<file path="src/rtl/scpu_pkg.sv">
// Shared opcodes, ALU/write-back select codes and FSM state encoding for the sCPU sequencer.
package scpu_pkg;

    localparam logic [3:0] OP_NOP  = 4'h0;
    localparam logic [3:0] OP_ADD  = 4'h1;
    localparam logic [3:0] OP_SUB  = 4'h2;
    localparam logic [3:0] OP_AND  = 4'h3;
    localparam logic [3:0] OP_OR   = 4'h4;
    localparam logic [3:0] OP_MOV  = 4'h5;
    localparam logic [3:0] OP_LDI  = 4'h6;
    localparam logic [3:0] OP_JMP  = 4'h7;
    localparam logic [3:0] OP_BZ   = 4'h8;
    localparam logic [3:0] OP_HALT = 4'hF;

    localparam logic [1:0] ALU_ADD = 2'd0;
    localparam logic [1:0] ALU_SUB = 2'd1;
    localparam logic [1:0] ALU_AND = 2'd2;
    localparam logic [1:0] ALU_OR  = 2'd3;

    localparam logic [1:0] WB_ALU = 2'd0;
    localparam logic [1:0] WB_B   = 2'd1;
    localparam logic [1:0] WB_IMM = 2'd2;

    typedef enum logic [2:0] {
        S_IDLE,
        S_FETCH,
        S_DECODE,
        S_FETCH_IMM,
        S_EXEC,
        S_HALT
    } state_e;

endpackage

</file>
<file path="src/rtl/scpu_decode.sv">
// Combinational opcode decoder: classifies the instruction nibble and produces datapath selects.
module scpu_decode
    import scpu_pkg::*;
(
    input  logic [3:0] opcode,
    output logic [1:0] alu_op,
    output logic [1:0] wb_sel,
    output logic       two_byte,
    output logic       writes_reg,
    output logic       is_alu,
    output logic       is_jmp,
    output logic       is_bz,
    output logic       is_halt,
    output logic       is_illegal
);

    always_comb begin
        alu_op     = ALU_ADD;
        wb_sel     = WB_ALU;
        two_byte   = 1'b0;
        writes_reg = 1'b0;
        is_alu     = 1'b0;
        is_jmp     = 1'b0;
        is_bz      = 1'b0;
        is_halt    = 1'b0;
        is_illegal = 1'b0;
        case (opcode)
            OP_NOP: begin
            end
            OP_ADD: begin
                alu_op     = ALU_ADD;
                is_alu     = 1'b1;
                writes_reg = 1'b1;
            end
            OP_SUB: begin
                alu_op     = ALU_SUB;
                is_alu     = 1'b1;
                writes_reg = 1'b1;
            end
            OP_AND: begin
                alu_op     = ALU_AND;
                is_alu     = 1'b1;
                writes_reg = 1'b1;
            end
            OP_OR: begin
                alu_op     = ALU_OR;
                is_alu     = 1'b1;
                writes_reg = 1'b1;
            end
            OP_MOV: begin
                wb_sel     = WB_B;
                writes_reg = 1'b1;
            end
            OP_LDI: begin
                wb_sel     = WB_IMM;
                writes_reg = 1'b1;
                two_byte   = 1'b1;
            end
            OP_JMP: begin
                two_byte = 1'b1;
                is_jmp   = 1'b1;
            end
            OP_BZ: begin
                two_byte = 1'b1;
                is_bz    = 1'b1;
            end
            OP_HALT: begin
                is_halt = 1'b1;
            end
            default: begin
                // 9..E execute as NOP but are flagged
                is_illegal = 1'b1;
            end
        endcase
    end

endmodule

</file>
<file path="src/rtl/scpu_ctrl_fsm.sv">
// sCPU fetch/decode/execute sequencer owning PC, IR, immediate and zero flag.
// Optional SCPU_RETIRE_TRACE_EN adds a retire pulse and 16-bit retired-instruction counter.
module scpu_ctrl_fsm
    import scpu_pkg::*;
#(
    parameter int              PC_W     = 8,
    parameter logic [PC_W-1:0] RESET_PC = '0
) (
    input  logic            clk,
    input  logic            rst_n,
    input  logic            start,
    output logic            imem_req,
    output logic [PC_W-1:0] imem_addr,
    input  logic            imem_ack,
    input  logic [7:0]      imem_rdata,
    input  logic            alu_zero,
    output logic [1:0]      rs1,
    output logic [1:0]      rs2,
    output logic [1:0]      rd,
    output logic [1:0]      alu_op,
    output logic [1:0]      wb_sel,
    output logic [7:0]      imm,
    output logic            reg_we,
    output logic [PC_W-1:0] pc,
    output logic            busy,
    output logic            halted,
    output logic            illegal
`ifdef SCPU_RETIRE_TRACE_EN
    ,
    output logic            retire,
    output logic [15:0]     retire_cnt
`endif
);

    localparam logic [PC_W-1:0] PC_ONE = {{(PC_W-1){1'b0}}, 1'b1};

    state_e          state_q, state_d;
    logic [PC_W-1:0] pc_q, pc_d;
    logic [7:0]      ir_q, ir_d;
    logic [7:0]      imm_q, imm_d;
    logic            zero_q, zero_d;
    logic [PC_W-1:0] jump_target;
    logic            in_exec;

    logic [1:0] dec_alu_op;
    logic [1:0] dec_wb_sel;
    logic       dec_two_byte;
    logic       dec_writes_reg;
    logic       dec_is_alu;
    logic       dec_is_jmp;
    logic       dec_is_bz;
    logic       dec_is_halt;
    logic       dec_is_illegal;

    scpu_decode u_decode (
        .opcode     (ir_q[7:4]),
        .alu_op     (dec_alu_op),
        .wb_sel     (dec_wb_sel),
        .two_byte   (dec_two_byte),
        .writes_reg (dec_writes_reg),
        .is_alu     (dec_is_alu),
        .is_jmp     (dec_is_jmp),
        .is_bz      (dec_is_bz),
        .is_halt    (dec_is_halt),
        .is_illegal (dec_is_illegal)
    );

    generate
        if (PC_W <= 8) begin : g_narrow_pc
            assign jump_target = imm_q[PC_W-1:0];
        end else begin : g_wide_pc
            assign jump_target = {{(PC_W-8){1'b0}}, imm_q};
        end
    endgenerate

    always_ff @(posedge clk or negedge rst_n) begin
        if (!rst_n) begin
            state_q <= S_IDLE;
            pc_q    <= RESET_PC;
            ir_q    <= '0;
            imm_q   <= '0;
            zero_q  <= 1'b0;
        end else begin
            state_q <= state_d;
            pc_q    <= pc_d;
            ir_q    <= ir_d;
            imm_q   <= imm_d;
            zero_q  <= zero_d;
        end
    end

    always_comb begin
        state_d = state_q;
        pc_d    = pc_q;
        ir_d    = ir_q;
        imm_d   = imm_q;
        zero_d  = zero_q;
        case (state_q)
            S_IDLE: begin
                if (start) begin
                    state_d = S_FETCH;
                end
            end
            S_FETCH: begin
                if (imem_ack) begin
                    ir_d    = imem_rdata;
                    pc_d    = pc_q + PC_ONE;
                    state_d = S_DECODE;
                end
            end
            S_DECODE: begin
                if (dec_is_halt) begin
                    state_d = S_HALT;
                end else if (dec_two_byte) begin
                    state_d = S_FETCH_IMM;
                end else begin
                    state_d = S_EXEC;
                end
            end
            S_FETCH_IMM: begin
                if (imem_ack) begin
                    imm_d   = imem_rdata;
                    pc_d    = pc_q + PC_ONE;
                    state_d = S_EXEC;
                end
            end
            S_EXEC: begin
                if (dec_is_alu) begin
                    zero_d = alu_zero;
                end
                // pc already points past the immediate; a taken jump replaces it
                if (dec_is_jmp || (dec_is_bz && zero_q)) begin
                    pc_d = jump_target;
                end
                state_d = S_FETCH;
            end
            S_HALT: begin
            end
            default: begin
                state_d = S_IDLE;
            end
        endcase
    end

    // Outputs depend only on registered state so alu_zero cannot loop back into them
    assign in_exec   = (state_q == S_EXEC);
    assign imem_req  = (state_q == S_FETCH) || (state_q == S_FETCH_IMM);
    assign imem_addr = pc_q;
    assign pc        = pc_q;
    assign rs1       = ir_q[3:2];
    assign rd        = ir_q[3:2];
    assign rs2       = ir_q[1:0];
    assign imm       = imm_q;
    assign alu_op    = in_exec ? dec_alu_op : ALU_ADD;
    assign wb_sel    = in_exec ? dec_wb_sel : WB_ALU;
    assign reg_we    = in_exec && dec_writes_reg;
    assign illegal   = in_exec && dec_is_illegal;
    assign busy      = (state_q != S_IDLE) && (state_q != S_HALT);
    assign halted    = (state_q == S_HALT);

`ifdef SCPU_RETIRE_TRACE_EN
    logic [15:0] retire_cnt_q;

    always_ff @(posedge clk or negedge rst_n) begin
        if (!rst_n) begin
            retire_cnt_q <= '0;
        end else if (in_exec) begin
            retire_cnt_q <= retire_cnt_q + 16'd1;
        end
    end

    assign retire     = in_exec;
    assign retire_cnt = retire_cnt_q;
`endif

endmodule

</file>
<file path="config.mk">
export PLATFORM = sky130hd
export DESIGN_NAME = scpu_ctrl_fsm
export DESIGN_NICKNAME = d
export VERILOG_FILES = /design/src/rtl/scpu_pkg.sv /design/src/rtl/scpu_decode.sv /design/src/rtl/scpu_ctrl_fsm.sv
export SDC_FILE = /design/constraint.sdc
export NUM_CORES = 1
export LEC_CHECK = 0
export BUFFER_PORTS_ARGS = -buffer_cell sky130_fd_sc_hd__buf_2
export CAP_MARGIN = 40
export CORE_MARGIN = 5
export CORE_UTILIZATION = 54
export DETAILED_ROUTE_END_ITERATION = 16
export GPL_ROUTABILITY_DRIVEN = 0
export GPL_TIMING_DRIVEN = 0
export PLACE_DENSITY = 0.92
export SYNTH_ARGS = -nofsm -noshare
export SYNTH_HDL_FRONTEND = slang
export SYNTH_SLANG_ARGS = --single-unit
export TNS_END_PERCENT = 20
</file>
<file path="constraint.sdc">
create_clock -name clk -period 4.6 [get_ports clk]
set_input_delay 0.23 -clock clk [delete_from_list [all_inputs] [get_ports clk]]
set_output_delay 0.23 -clock clk [all_outputs]
set_load 0.005 [all_outputs]
</file>
==> key figures <==
Status
  – Outcome: completed

STA
  – Slew of the pin with the lowest slew margin: 0.684 ns
  – Total negative setup slack: 0 ns
  – Worst clock skew: 0.00154 ns
  – Slew headroom: 0.542
  – Fin crit share: 0.549
  – # setup viols final: 0
  – Final hold viol count: 0
  – RSZ-0062 raised after global routing: no
  – Period minus WS final: 2.52 ns
  – Max-slew violation count: 0
  – Fmax: 396 MHz

Synthesis
  – Synth area leaders: dfrtp_1, mux2_2, buf_4, nand2_1, nor2_1
  – Post-Synthesis Cells: 162
  – Number of flops mapped to enable cells by yosys: 0
  – Syn avg cell area: 9.77 um^2
  – Count leader, synth: dfrtp_1
  – Post-synthesis cell area: 0.00158 mm^2
  – Syn Nets: 176
  – Count of cell types in the netlist: 40
  – Post-synth ARST share: 1.00
  – Post-synthesis register bit count: 28
  – Register area share after synthesis: 0.443
  – Synth warn: 0
  – Commonest cells post-synth: dfrtp_1, nand2_1, mux2_2
  – Ys flop type: dfrtp_1
  – Synth top area share: 0.443
  – Post-synth top area cell: dfrtp_1

Floorplan
  – Die width: 64.1 um
  – Die height: 64.1 um
  – Initial Util: 0.569
  – I/O pin cnt: 52
  – Die area: 0.00411 mm^2
  – Core Region: 0.00278 mm^2
  – Number of core rows: 19

CTS
  – Sink Count: 28
  – Clock buffers created by TritonCTS: 3
  – Setup bufs post-CTS: 0
  – H-Tree Depth: 1
  – CTS Buffer Depth: 2
  – Worst-Skew Late Latency: 0.33 ns
  – Root Driver: clkbuf_4
  – Worst-path clk slew: 0.15 ns
  – CTS tree: yes

Critical path
  – Worst R2R Start: state_q[2]$_DFFE_PN0P_
  – CP required: 4.37 ns
  – Max Fanout on Critical Path: 10
  – Max stage delay on crit path: 0.53 ns
  – Reg2reg end: zero_q$_DFFE_PN0P_
  – CP arrival: 2.29 ns
  – Crit path max-delay cell type: nor3b_1
  – Crit Path Class: flip-flop to output pin
  – Worst R2R Setup Slack: 2.49 ns
  – Crit end category: output pin
  – Crit. Startpoint: state_q[2]$_DFFE_PN0P_
  – CP Cell Sequence: clkbuf_1 -> nor3b_1 -> nand2b_1 -> nor3_1 -> buf_2
  – Startpoint Class: flip-flop
  – Worst reg-to-reg path cell count: 5

Cells and area
  – Area occupied by multi-input gates: 743 um^2
  – FILL cells: 218
  – Reg area: 701 um^2
  – Growth of design area from synthesis to finish: 22.5%
  – ANT cells: 0
  – Final non-filler cell total: 249
  – Share of layout cells above drive strength 1: 0.408
  – Final nets: 233

Routing
  – DR vias: 1,379
  – Final WL: 3.56 mm
  – DR iter-0 viols: 86
  – Routed len/inst: 14.3 um
  – DRC Markers: 0
  – Drt first pass iters: 4
  – Routed vias/inst: 5.54
  – ANT nets after route: 0

Global route
  – Largest net degree at the start of global routing: 29
  – Global-route wire length before repair: 6.03 mm
  – Antenna violations before repair: 0
  – Gr ovfl total: 0
  – Vias in the first global route: 1,341
  – Total global-route track usage: 0.182

Power and ir drop
  – Pint: 0.829 mW
  – Clock network fraction of design power: 0.119
  – Worst-case vdd ir drop: 0.496 mV
  – Leakage power: 0.922 nW
  – Comb power frac: 0.514
  – Total power density per cell area: 697 mW/mm^2
  – P_sw: 0.522 mW
  – PnR Total Power: 1.35 mW
  – Sw Ratio: 0.386
  – Power share of the sequential group: 0.367

Worst hold path
  – Worst min path class: primary input to flip-flop
  – Hold Crit Start: alu_zero
  – Hold path depth: 2
  – Hold path endpoint: zero_q$_DFFE_PN0P_

Place
  – Placed cell count: 244
  – Port Buffers: 51
  – Dpl hpwl: 2.71 mm

Flow run
  – Max-Cap Viols: 0
==> layout make-up <==
| cell class | count | share of cell area |
|---|---|---|
| plain buffers | 21 | 0.0677 |
| clock buffers | 3 | 0.0116 |
| clock inverters | 1 | 0.0155 |
| inverters | 2 | 0.00387 |
| multi-input cells | 111 | 0.383 |
| flip-flops and latches | 28 | 0.361 |
| well taps | 31 | 0.0200 |
| repair buffers | 52 | 0.137 |
==> sequential cells by signal (all words and copies together) (netlist names) <==
signal and count:
zero_q 1, imem_addr 8, state_q 3, ir_q 8, imm 8
==> power groups by stage <==
stage	clock network, mW	logic (mW)	registers, mW
after detailed placement	0	0.695	0.499
after global routing	0.180	0.770	0.519
after global placement	0	0.673	0.492
after floorplan	0	0.464	0.475
final	0.161	0.694	0.496
after CTS	0.165	0.701	0.494
==> kinds of logic after synthesis <==
family / share of synthesized area
flip-flops: 0.443
XOR/XNOR: 0.0111
AO/OA/AOI/OAI: 0.137
multiplexers: 0.121
buffers and inverters: 0.0878
adder cells (fa/ha/maj): 0.00790
AND/OR/NAND/NOR: 0.193
==> stage by stage <==
stage	cell area (um^2)	hold slack, ns	setup slack (ns)	utilization
5_1_grt	1940	0.0904	1.90	0.697
2_1_floorplan	1580	-0.0656	2.90	-
4_1_cts	1940	0.109	2.12	0.697
3_5_place_dp	1880	0.277	2.52	0.675
6_report	1940	0.114	2.08	0.697
3_3_place_gp	1880	0.269	2.58	0.675
==> how the worst max path moves through the flow <==
stage,to,slack [ns]
after floorplan,imem_addr[1]$_DFFE_PN0P_,2.90
after global routing,wb_sel[0],1.90
after global placement,zero_q$_DFFE_PN0P_,2.58
after detailed placement,wb_sel[0],2.52
after CTS,wb_sel[0],2.12
final,wb_sel[0],2.08
==> layout by cell type, fill, tap and decap left out, types with 2 or more instances in the layout <==
cell and count:
clkbuf_4 3, nor2b_1 4, mux2_2 16, buf_4 14, buf_2 51, o21ai_0 6, clkbuf_1 7, o22ai_1 3
nor2_1 13, or3_1 4, nand3_1 2, a21oi_1 9, nand2_1 19, nor3_1 8, inv_1 2, nand4b_1 2
dfrtp_1 28
==> critical path: cells and delay by family (launching register included) <==
kind	cells	cell delay, ns
simple gates	3	1.09
buf+inv	2	0.47
flops	1	0.40
==> metal layers <==
| metal | GRT usage | routed length, um | part of all wire | up-vias |
|---|---|---|---|---|
| met4 | 0.0636 | 46 | 0.013 | 0 |
| met1 | 0.243 | 1570 | 0.44 | 643 |
| met3 | 0.0245 | 242 | 0.068 | 4 |
| met2 | 0.303 | 1700 | 0.48 | 49 |
| met5 | 0 | 0 | 0 | - |
| li1 | - | - | - | 683 |
==> what timing repair did <==
action	4_1_cts	5_1_grt
hold buffers	1	0
resized for setup	0	0
endpoints found under the hold margin	28	0
No activity file was read; power rests on OpenSTA's default activity.
